File: src/rtl/sprite_compositor.sv
// Composites NUM_SPRITES box-locked, camera-relative sprites over the map pixel stream.
// Optional debug outline of each sprite box when SPRITE_BORDER_EN is defined.
module sprite_compositor #(
   parameter int unsigned NUM_SPRITES = 2,
   parameter int unsigned SPR_SIZE    = 128,
   parameter int unsigned LOC_W       = 12,
   parameter int unsigned SCREEN_W    = 1024,
   parameter int unsigned SCREEN_H    = 768,
   parameter int unsigned ROM_LAT     = 1,
   parameter logic [11:0] TRANS_KEY   = 12'h000,
   localparam int unsigned AW  = $clog2(SPR_SIZE),
   localparam int unsigned IDW = $clog2(NUM_SPRITES) + 1
) (
   input  logic                          i_clk,
   input  logic                          i_reset,
   input  logic [10:0]                   i_pixel_row,
   input  logic [10:0]                   i_pixel_column,
   input  logic [LOC_W-1:0]              i_cam_x,
   input  logic [LOC_W-1:0]              i_cam_y,
   input  logic [NUM_SPRITES*LOC_W-1:0]  i_spr_x,
   input  logic [NUM_SPRITES*LOC_W-1:0]  i_spr_y,
   input  logic [NUM_SPRITES*3-1:0]      i_spr_orient,
   input  logic [NUM_SPRITES-1:0]        i_spr_en,
   output logic [NUM_SPRITES*2*AW-1:0]   o_rom_addr,
   input  logic [NUM_SPRITES*12-1:0]     i_rom_data,
   output logic [12:0]                   o_sprite_pixel,
   output logic [IDW-1:0]                o_sprite_id
);

   localparam int unsigned CW = LOC_W + 2;

   logic [LOC_W-1:0]             r_cam_x, r_cam_y;
   logic [NUM_SPRITES*LOC_W-1:0] r_spr_x, r_spr_y;
   logic [NUM_SPRITES*3-1:0]     r_orient;
   logic [NUM_SPRITES-1:0]       r_en;
   logic                         w_frame_start;

   logic signed [CW-1:0] w_left [NUM_SPRITES];
   logic signed [CW-1:0] w_top  [NUM_SPRITES];
   logic signed [CW-1:0] w_lc   [NUM_SPRITES];
   logic signed [CW-1:0] w_lr   [NUM_SPRITES];
   logic [NUM_SPRITES-1:0] w_in_box;

   logic [AW-1:0]          r_lc1     [NUM_SPRITES];
   logic [AW-1:0]          r_lr1     [NUM_SPRITES];
   logic [2:0]             r_orient1 [NUM_SPRITES];
   logic [NUM_SPRITES-1:0] r_hit1;

   logic [2*AW-1:0]        w_addr [NUM_SPRITES];
   logic [NUM_SPRITES-1:0] w_ok;
   logic [2*AW-1:0]        r_addr [NUM_SPRITES];
   // Index 0 is the rom_addr stage; index ROM_LAT lines up with i_rom_data.
   logic [NUM_SPRITES-1:0] r_hit_p [ROM_LAT+1];

   logic [12:0]    w_pix, r_pix;
   logic [IDW-1:0] w_id, r_id;

`ifdef SPRITE_BORDER_EN
   logic [NUM_SPRITES-1:0] w_edge;
   logic [NUM_SPRITES-1:0] r_bord_p [ROM_LAT+1];
`endif

   assign w_frame_start = (i_pixel_row == 11'd0) && (i_pixel_column == 11'd0);

   // Shadows only move at frame start so a sprite never tears mid-frame.
   always_ff @(posedge i_clk or posedge i_reset) begin
      if (i_reset) begin
         r_cam_x  <= '0;
         r_cam_y  <= '0;
         r_spr_x  <= '0;
         r_spr_y  <= '0;
         r_orient <= '0;
         r_en     <= '0;
      end else if (w_frame_start) begin
         r_cam_x  <= i_cam_x;
         r_cam_y  <= i_cam_y;
         r_spr_x  <= i_spr_x;
         r_spr_y  <= i_spr_y;
         r_orient <= i_spr_orient;
         r_en     <= i_spr_en;
      end
   end

   always_comb begin
      for (int i = 0; i < NUM_SPRITES; i++) begin
         w_left[i] = $signed({2'b00, r_spr_x[i*LOC_W +: LOC_W]}) - $signed({2'b00, r_cam_x})
                   + $signed(CW'(SCREEN_W/2 - SPR_SIZE/2));
         w_top[i]  = $signed({2'b00, r_spr_y[i*LOC_W +: LOC_W]}) - $signed({2'b00, r_cam_y})
                   + $signed(CW'(SCREEN_H/2 - SPR_SIZE/2));
         w_lc[i]   = $signed({{(CW-11){1'b0}}, i_pixel_column}) - w_left[i];
         w_lr[i]   = $signed({{(CW-11){1'b0}}, i_pixel_row}) - w_top[i];
         // Zero upper bits means 0 <= offset < SPR_SIZE; negatives have the sign bit set.
         w_in_box[i] = r_en[i] && (w_lc[i][CW-1:AW] == '0) && (w_lr[i][CW-1:AW] == '0);
      end
   end

   always_ff @(posedge i_clk or posedge i_reset) begin
      if (i_reset) begin
         r_hit1 <= '0;
         for (int i = 0; i < NUM_SPRITES; i++) begin
            r_lc1[i]     <= '0;
            r_lr1[i]     <= '0;
            r_orient1[i] <= '0;
         end
      end else begin
         r_hit1 <= w_in_box;
         for (int i = 0; i < NUM_SPRITES; i++) begin
            r_lc1[i]     <= w_lc[i][AW-1:0];
            r_lr1[i]     <= w_lr[i][AW-1:0];
            r_orient1[i] <= r_orient[i*3 +: 3];
         end
      end
   end

   // S-1-x is the bitwise complement of an AW-bit offset.
   always_comb begin
      for (int i = 0; i < NUM_SPRITES; i++) begin
         w_ok[i]   = 1'b1;
         w_addr[i] = '0;
         case (r_orient1[i])
            3'b100:  w_addr[i] = {r_lr1[i], r_lc1[i]};
            3'b110:  w_addr[i] = {r_lc1[i], ~r_lr1[i]};
            3'b000:  w_addr[i] = {~r_lr1[i], ~r_lc1[i]};
            3'b010:  w_addr[i] = {~r_lc1[i], r_lr1[i]};
            default: w_ok[i]   = 1'b0;
         endcase
      end
   end

`ifdef SPRITE_BORDER_EN
   always_comb begin
      for (int i = 0; i < NUM_SPRITES; i++) begin
         w_edge[i] = (r_lc1[i] == '0) || (r_lc1[i] == '1) || (r_lr1[i] == '0) || (r_lr1[i] == '1);
      end
   end
`endif

   always_ff @(posedge i_clk or posedge i_reset) begin
      if (i_reset) begin
         for (int i = 0; i < NUM_SPRITES; i++) r_addr[i] <= '0;
         for (int k = 0; k <= ROM_LAT; k++) r_hit_p[k] <= '0;
`ifdef SPRITE_BORDER_EN
         for (int k = 0; k <= ROM_LAT; k++) r_bord_p[k] <= '0;
`endif
      end else begin
         for (int i = 0; i < NUM_SPRITES; i++) begin
            if (r_hit1[i] && w_ok[i]) r_addr[i] <= w_addr[i];
         end
         r_hit_p[0] <= r_hit1 & w_ok;
         for (int k = 1; k <= ROM_LAT; k++) r_hit_p[k] <= r_hit_p[k-1];
`ifdef SPRITE_BORDER_EN
         r_bord_p[0] <= r_hit1 & w_ok & w_edge;
         for (int k = 1; k <= ROM_LAT; k++) r_bord_p[k] <= r_bord_p[k-1];
`endif
      end
   end

   always_comb begin
      for (int i = 0; i < NUM_SPRITES; i++) o_rom_addr[i*2*AW +: 2*AW] = r_addr[i];
   end

   // Walk from lowest priority upward so the lowest opaque index overwrites the rest.
   always_comb begin
      w_pix = '0;
      w_id  = '1;
      for (int i = NUM_SPRITES - 1; i >= 0; i--) begin
         if (r_hit_p[ROM_LAT][i] && (i_rom_data[i*12 +: 12] != TRANS_KEY)) begin
            w_pix = {1'b1, i_rom_data[i*12 +: 12]};
            w_id  = IDW'(i);
         end
`ifdef SPRITE_BORDER_EN
         if (r_bord_p[ROM_LAT][i]) begin
            w_pix = 13'h1FFF;
            w_id  = IDW'(i);
         end
`endif
      end
   end

   always_ff @(posedge i_clk or posedge i_reset) begin
      if (i_reset) begin
         r_pix <= '0;
         r_id  <= '1;
      end else begin
         r_pix <= w_pix;
         r_id  <= w_id;
      end
   end

   assign o_sprite_pixel = r_pix;
   assign o_sprite_id    = r_id;

endmodule

File: config.mk
export PLATFORM = sky130hd
export DESIGN_NAME = sprite_compositor
export DESIGN_NICKNAME = d
export VERILOG_FILES = /design/src/rtl/sprite_compositor.sv
export SDC_FILE = /design/constraint.sdc
export NUM_CORES = 1
export LEC_CHECK = 0
export CORE_MARGIN = 2
export CORE_UTILIZATION = 59
export DETAILED_ROUTE_END_ITERATION = 16
export HOLD_SLACK_MARGIN = 0.02
export MAX_ROUTING_LAYER = met4
export PLACE_DENSITY = 0.88
export SYNTH_ARGS = -nofsm -noshare
export SYNTH_HDL_FRONTEND = slang
export SYNTH_SLANG_ARGS = --single-unit
File: constraint.sdc
create_clock -name i_clk -period 12.31 [get_ports i_clk]
set_input_delay 3.693 -clock i_clk [delete_from_list [all_inputs] [get_ports i_clk]]
set_output_delay 3.693 -clock i_clk [all_outputs]
set_load 0.01 [all_outputs]
**Word-level counts from Yosys, hierarchy flattened**

Index checks and enable logic that the tools add are counted.

- Bitwise logic cells: 5
- Equal/unequal tests: 6
- Add/sub/neg operators: 12
- Reduce and logical (&&, ||, !) cells: 21
- Muxes and demuxes: 8

Operators by type and width:

| kind | number |
|---|---|
| 14-bit case mux with 4 select lines | 2 |
| 13-bit by 10-bit adder with 14-bit output (second input constant) | 4 |
| 12-bit by 14-bit subtractor with 14-bit output | 4 |
| 12-bit by 12-bit subtractor with 13-bit output | 4 |
| 7-bit zero test | 4 |
| 7-bit NOT | 4 |
| 13-bit 2-to-1 mux | 2 |
| 12-bit nonzero test | 2 |
| 11-bit zero test | 2 |
| 3-bit == test (second input constant) | 4 |
| 1-bit logical AND | 9 |
| 4-bit OR reduction | 2 |
| 3-bit by 2-bit == test with 1-bit output (second input constant) | 2 |
| 3-bit zero test | 2 |
| 2-bit 2-to-1 mux | 2 |
| 2-bit bitwise AND | 1 |
| 1-bit 2-to-1 mux | 2 |

- Logic and storage cells: 71
- Register bits: 163
- Input port bits: 128

**Longest topological paths before layout**

Gate-level depths: netlist of the first run.

- Depth after elaboration: 6
- Gate-level depth with buffers: 21

**Worst setup path after synthesis of the first run**

OpenSTA, ideal clock, no wires.

- Path type: input-to-reg
- Start point: in i_pixel_row[1]
- End point: reg r_hit1[1]
- Stages on the path: 10
- Data arrival time: 6066 ps
- Buffers on the path: 0
- Required time: 12230 ps
- Setup time: 80 ps
- Slack: 6164 ps
- Cells stage by stage: ha_1 ha_1 fa_1 a21oi_1 o211ai_1 o41ai_1 nand2_1 o21a_1 or4_1 nor3_2

- Word-level cells in the longest chain between the ends: 3

RTL lines:

| what | RTL line | text |
|---|---|---|
| start, declared | 16 | `input logic [10:0] i_pixel_row,` |
| 12-bit by 14-bit subtractor with 14-bit output | 91 | `w_lr[i] = $signed({{(CW-11){1'b0}}, i_pixel_row}) - w_top[i];` |
| 7-bit zero test | 93 | `w_in_box[i] = r_en[i] && (w_lc[i][CW-1:AW] == '0) && (w_lr[i][CW-1:AW] == '0);` |
| 1-bit logical AND | 93 |  |
| via w_in_box[1] | 42 | `logic [NUM_SPRITES-1:0] w_in_box;` |
| end signal, assigned | 106 | `r_hit1 <= w_in_box;` |
| end, declared | 47 | `logic [NUM_SPRITES-1:0] r_hit1;` |

The timed path passes the listed nets, and every way through them passes these cells.
A chain may end at the register's enable or synchronous reset.

**Final worst setup path of the first run**

- Start point: in i_pixel_row[1]
- End point: reg r_hit1[0]

The elaborated chain is that of the path after synthesis.

==> impl_metrics.ini, run 1 <==
[floorplan]
io_pins = 171
dieArea_um2 = 19700
rows = 49
coreArea_um2 = 18100
dieWidth_um = 140
die_h_um = 140
initial_core_util_pct = 60.6

[clock_tree]
cts_buffers = 17
insertion_delay_ns = 0.44
cts_resized = 0
numClockSinks = 163
clkTransAtPathRegs_ns = 0.07
cts.root.buffer_cell = clkbuf_16
cts_tree = done
clk_path_buf_depth = 2
postCtsHoldBufs = 0
post-cts-setup-buffers = 0
h-tree-depth = 4

[power]
vdd_drop_max_mv = 0.0974
intPower_mw = 0.946
clkPwrFrac_pct = 43.0
swShare_pct = 26.1
power.leakage_nw = 6.37
combPwrFrac_pct = 13.4
power.switching_mw = 0.333
pwr-share-seq_pct = 43.5
power_mw = 1.28
powerDensity_nw_per_um2 = 95.1

[global_routing]
grt_pass1_wl_mm = 42.9
grt_max_degree = 102
antenna_found_initial = 0
grt_overflow = 0
grt_use_total_pct = 27.8
grt_pass1_vias = 8910

[sta]
fin_skew_ns = 0.00902
post-route-period-util_pct = 52.9
hold_violations = 0
setup_viol = 0
finalSetupTns_ns = 0
worstMarginPinSlew_ns = 0.904
finalCriticalPeriod_ns = 6.51
max_freq_ghz = 0.154
slew_violations = 0
rsz0062_at_grt = false
relSlewSlack_pct = 39.7

[setup_path]
worstPathCellList = clkdlybuf4s50_1 > ha_1 > ha_1 > fa_1 > a211oi_1 > o21bai_1 > a21oi_1 > o21bai_1 > a2111oi_0 > o2111ai_1 > nor4_1
cp-end-kind = flip-flop
critPathKind = primary input to flip-flop
critical_path.top_delay_family = compound AO/OA/AOI/OAI gates
cp.required_ns = 12.64
start_kind = primary input
cpPeakStageDelay_ns = 0.49
crit_arrival_ns = 6.84
slowest_stage = clkdlybuf4s50_1
cp_num_buf_inv = 1
worstPathMaxFanout = 3

[layout]
mostFrequentLayoutCells = clkdlybuf4s50_1, dfrtp_1, ha_1, nand2_1, inv_1
antennaDiodeCount = 0
area_delta_synth_final_pct = 22.7
nets = 1576
layout-drive-gt1-share_pct = 8.07
fin_area_um2 = 13500
final_common_cell = clkdlybuf4s50_1

[routing]
ant_nets = 0
drt_iter0_markers = 476
vias = 8839
drtPass1Iterations = 5
vias_per_cell = 5.73
drc = 0
top_layer_used = met4
wire_per_inst_um = 16.6
met3_length_mm = 1.37
wl_mm = 25.6
drt-met1-wl_mm = 10.9
wl_met2_mm = 12.7

[placement]
placement.io_buffers = 170
dpl.hpwl_mm = 19.5
globalplace.congestion = 0.908
placed_cell_area_um2 = 12900

[hold_path]
hp-class = flip-flop to flip-flop

[synthesis]
syn-num-nets = 1412
ys_warn_count = 0
synth.cell_area_um2 = 11000
syn_area_per_cell_um2 = 9.65
ys_types = 62
seq_area_frac_synth_pct = 37.2
synth-edff-count = 0
ys_ff_latch = 163
synthCells = 1136
synth_ff_type = dfrtp_1
synthArstFlopShare_pct = 100

[outcome]
outcome = complete, no violations

[job]
max_cap_viol_count = 0
-- sequential cells by signal, indices dropped and copies added, names as in the netlist, 4 cells and up --
register and cells:
o_rom_addr 28, r_spr_x 24, r_spr_y 24, r_lc1 14
r_lr1 14, o_sprite_pixel 13, r_cam_x 12, r_cam_y 12
r_orient1 6, r_orient 6, r_hit_p 4
-- final cells by class --
cell class	instances	area [um^2]
inverter	110	418
clock inverter	11	144
tap	229	287
timing repair buffer	173	1720
clock buffer	21	450
multi-input combinational	835	6350
sequential	163	4080
fill	1206	4630
-- synthesized netlist by cell type (5+ instances only) --
library cell    n  share of area, %
dfrtp_1       161                37
ha_1          140                16
nand2_1       116               4.0
inv_1         109               3.7
o21ai_0       104               4.7
xnor2_1        65               5.2
nor2_1         60               2.1
mux2_2         54               5.5
a21oi_1        43               2.0
xor2_1         26               2.1
mux2i_1        20               1.8
nor3_1         20              0.91
nand3_1        18              0.82
nor2b_1        16              0.91
clkbuf_1       14              0.48
nor4_1         14              0.80
a211oi_1       11              0.75
buf_2          10              0.46
o21a_1          9              0.62
a22o_1          8              0.64
fa_1            8               1.5
nand2b_1        7              0.40
o21bai_1        7              0.48
a21o_1          6              0.41
a31oi_1         6              0.34
or2_2           6              0.34
o211ai_1        5              0.34
-- final timing paths --
kind | depth (start not counted) | endpoint | start | slack (ns)
worst max register to register | 21 | r_hit1[1] | r_spr_y[12] | 7.33
min in group asynchronous | 2 | o_sprite_pixel[9] | i_reset | 3.82
worst min register to register | 0 | r_hit_p[1] | r_hit_p[3] | 0.34
worst min-delay path | 0 | r_hit_p[1] | r_hit_p[3] | 0.34
worst max-delay path | 11 | r_hit1[0] | i_pixel_row[1] | 5.80
max in group asynchronous | 3 | r_spr_x[7] | i_reset | 7.13
-- metal layers --
layer / vias up / global-route usage (%)
met5: - / -
met4: 0 / 8.93
met3: 52 / 4.27
met2: 278 / 47.0
met1: 4217 / 34.4
li1: 4292 / -
-- power by group through the flow --
stage                     registers (mW)  logic, mW  clock network, mW
after detailed placement           0.566      0.169                  0
after global routing               0.558      0.190              0.579
after CTS                          0.557      0.172              0.555
after floorplan                    0.563     0.0986                  0
after global placement             0.566      0.166                  0
final                              0.557      0.172              0.551
-- kinds of logic after synthesis --
| family | after synthesis | share of synthesized area [%] |
|---|---|---|
| adder cells (fa/ha/maj) | 148 | 17.4 |
| AO/OA/AOI/OAI | 242 | 14.0 |
| multiplexers | 74 | 7.37 |
| AND/OR/NAND/NOR | 280 | 11.9 |
| flip-flops | 163 | 37.2 |
| buffers and inverters | 138 | 4.85 |
| XOR/XNOR | 91 | 7.27 |
-- through the flow --
stage | worst slack [ns] | instances | hold WS [ns] | utilization, %
after floorplan | 4.22 | 1136 | 0.331 | -
after global placement | 5.51 | 1510 | 0.334 | 71.1
after detailed placement | 5.38 | 1510 | 0.336 | 71.1
after CTS | 5.82 | 1542 | 0.343 | 74.4
after global routing | 5.63 | 1542 | 0.346 | 74.4
final | 5.80 | 1542 | 0.339 | 74.4
(Power assumes the default switching activity.)
==> run 2: changes to the inputs <==
--- a/config.mk
+++ b/config.mk
@@ -6,11 +6,11 @@
 export NUM_CORES = 1
 export LEC_CHECK = 0
 export CORE_MARGIN = 2
-export CORE_UTILIZATION = 59
+export CORE_UTILIZATION = 55
 export DETAILED_ROUTE_END_ITERATION = 16
 export HOLD_SLACK_MARGIN = 0.02
 export MAX_ROUTING_LAYER = met4
-export PLACE_DENSITY = 0.88
+export PLACE_DENSITY = 0.83
 export SYNTH_ARGS = -nofsm -noshare
 export SYNTH_HDL_FRONTEND = slang
 export SYNTH_SLANG_ARGS = --single-unit
==> constraint.sdc (replaced) <==
create_clock -name i_clk -period 6.8 [get_ports i_clk]
set_input_delay 2.04 -clock i_clk [delete_from_list [all_inputs] [get_ports i_clk]]
set_output_delay 2.04 -clock i_clk [all_outputs]
set_load 0.01 [all_outputs]
==> run 2 against run 1 <==
Against the previous run:
- non-clock buffer count rose by 2
- sequential power rose by 81%
- cell area rose by 0.60%
- cell count rose by 2.5%
- die area rose by 7.1%
- critical endpoint unchanged
- largest cell class unchanged
- highest routed layer unchanged
==> impl_metrics.ini, run 2 (same netlist as run 1, synthesis figures left out) <==
[outcome]
outcome = complete, no violations

[routing]
drc = 0
vias_per_cell = 5.54
drtPass1Iterations = 5
wl_mm = 24.7
drt_iter0_markers = 445
vias = 8748
ant_nets = 0
wire_per_inst_um = 15.6

[placement]
place_inst = 1548
globalplace.congestion = 0.870
placement.io_buffers = 170
placed_cell_area_um2 = 12900
dpl.hpwl_mm = 19.4

[layout]
largest_reg_flops = 28
final_util_pct = 69.3
area_delta_synth_final_pct = 23.5
fin_area_um2 = 13500
nets = 1578
antennaDiodeCount = 0
mostFrequentLayoutCells = clkdlybuf4s50_1, dfrtp_1, ha_1, nand2_1, inv_1
finalNonFillerCells = 1580
layout-drive-gt1-share_pct = 8.37
final_common_cell = clkdlybuf4s50_1

[clock_tree]
cts_tree = done
cts.root.buffer_cell = clkbuf_16
postCtsHoldBufs = 0
h-tree-depth = 4
clk_path_buf_depth = 2
clkTransAtPathRegs_ns = 0.06
cts_buffers = 17
post-cts-setup-buffers = 0
insertion_delay_ns = 0.43
cts_resized = 0
numClockSinks = 163

[setup_path]
cp-end-kind = flip-flop
cp_num_buf_inv = 1
slowest_stage = fa_1
start_kind = primary input
crit_arrival_ns = 5.27
worstPathCellList = clkdlybuf4s50_1 > ha_1 > ha_1 > fa_1 > a211oi_1 > o21bai_1 > a21oi_1 > o21bai_1 > a2111oi_0 > o2111ai_1 > nor4_1
critical_path.top_delay_family = compound AO/OA/AOI/OAI gates
cpPeakStageDelay_ns = 0.48
cp.required_ns = 7.12
critPathKind = primary input to flip-flop
worstPathMaxFanout = 3

[power]
powerDensity_nw_per_um2 = 169
swShare_pct = 25.4
pwr-share-seq_pct = 44.0
intPower_mw = 1.71
power.switching_mw = 0.581
combPwrFrac_pct = 13.5
vdd_drop_max_mv = 0.196
clkPwrFrac_pct = 42.5
power.leakage_nw = 6.39

[floorplan]
die_h_um = 145
dieWidth_um = 145
initial_core_util_pct = 56.1
rows = 51
io_pins = 171
dieArea_um2 = 21100
coreArea_um2 = 19500

[sta]
finalCriticalPeriod_ns = 4.95
setup_viol = 0
finalSetupTns_ns = 0
max_freq_ghz = 0.202
relSlewSlack_pct = 40.9
slew_violations = 0
fin_skew_ns = 0.00953
hold_violations = 0
worstMarginPinSlew_ns = 0.881
rsz0062_at_grt = false
post-route-period-util_pct = 72.8

[global_routing]
grt_overflow = 0
antenna_found_initial = 0
grt_pass1_vias = 8855
grt_max_degree = 87
grt_use_total_pct = 25.0
grt_pass1_wl_mm = 41.9

[hold_path]
hp-class = flip-flop to flip-flop

[job]
max_cap_viol_count = 0
-- run 2: power by group through the flow --
| stage | clock network (mW) | logic (mW) | registers, mW |
|---|---|---|---|
| CTS | 0.994 | 0.312 | 1.01 |
| floorplan | 0 | 0.179 | 1.02 |
| detailed placement | 0 | 0.307 | 1.02 |
| finish | 0.972 | 0.310 | 1.01 |
| global placement | 0 | 0.303 | 1.02 |
| global route | 1.03 | 0.345 | 1.01 |
-- run 2: final cells by class --
class                      count  area, um^2
fill                        1520        5990
multi-input combinational    835        6350
inverter                     110         418
sequential                   163        4080
timing repair buffer         175        1760
clock buffer                  19         443
clock inverter                13         148
tap                          265         332
-- run 2: worst paths after layout --
path,cells past startpoint,to,slack (ns),from
min in group asynchronous,2,o_rom_addr[11],2.13,i_reset
worst min-delay path,0,r_hit_p[1],0.35,r_hit_p[3]
worst max register to register,21,r_hit1[1],1.98,r_spr_y[12]
worst min register to register,0,r_hit_p[1],0.35,r_hit_p[3]
worst max-delay path,11,r_hit1[0],1.85,i_pixel_row[1]
max in group asynchronous,3,r_cam_y[3],3.64,i_reset
-- run 2: per-stage QoR --
step | power, mW | setup WS (ns) | hold WS (ns)
after global placement | 1.33 | 1.60 | 0.333
after floorplan | 1.20 | 0.358 | 0.331
after CTS | 2.31 | 1.94 | 0.352
after global routing | 2.39 | 1.43 | 0.357
after detailed placement | 1.33 | 1.52 | 0.337
final | 2.29 | 1.85 | 0.350
-- run 2: layer usage --
metal	share of wire, %	GRT usage, %	vias to the layer above
met4	2.7	8.73	0
met3	4.0	3.99	54
met1	43	29.7	4150
met2	50	43.3	230
met5	0	-	-
li1	-	-	4314
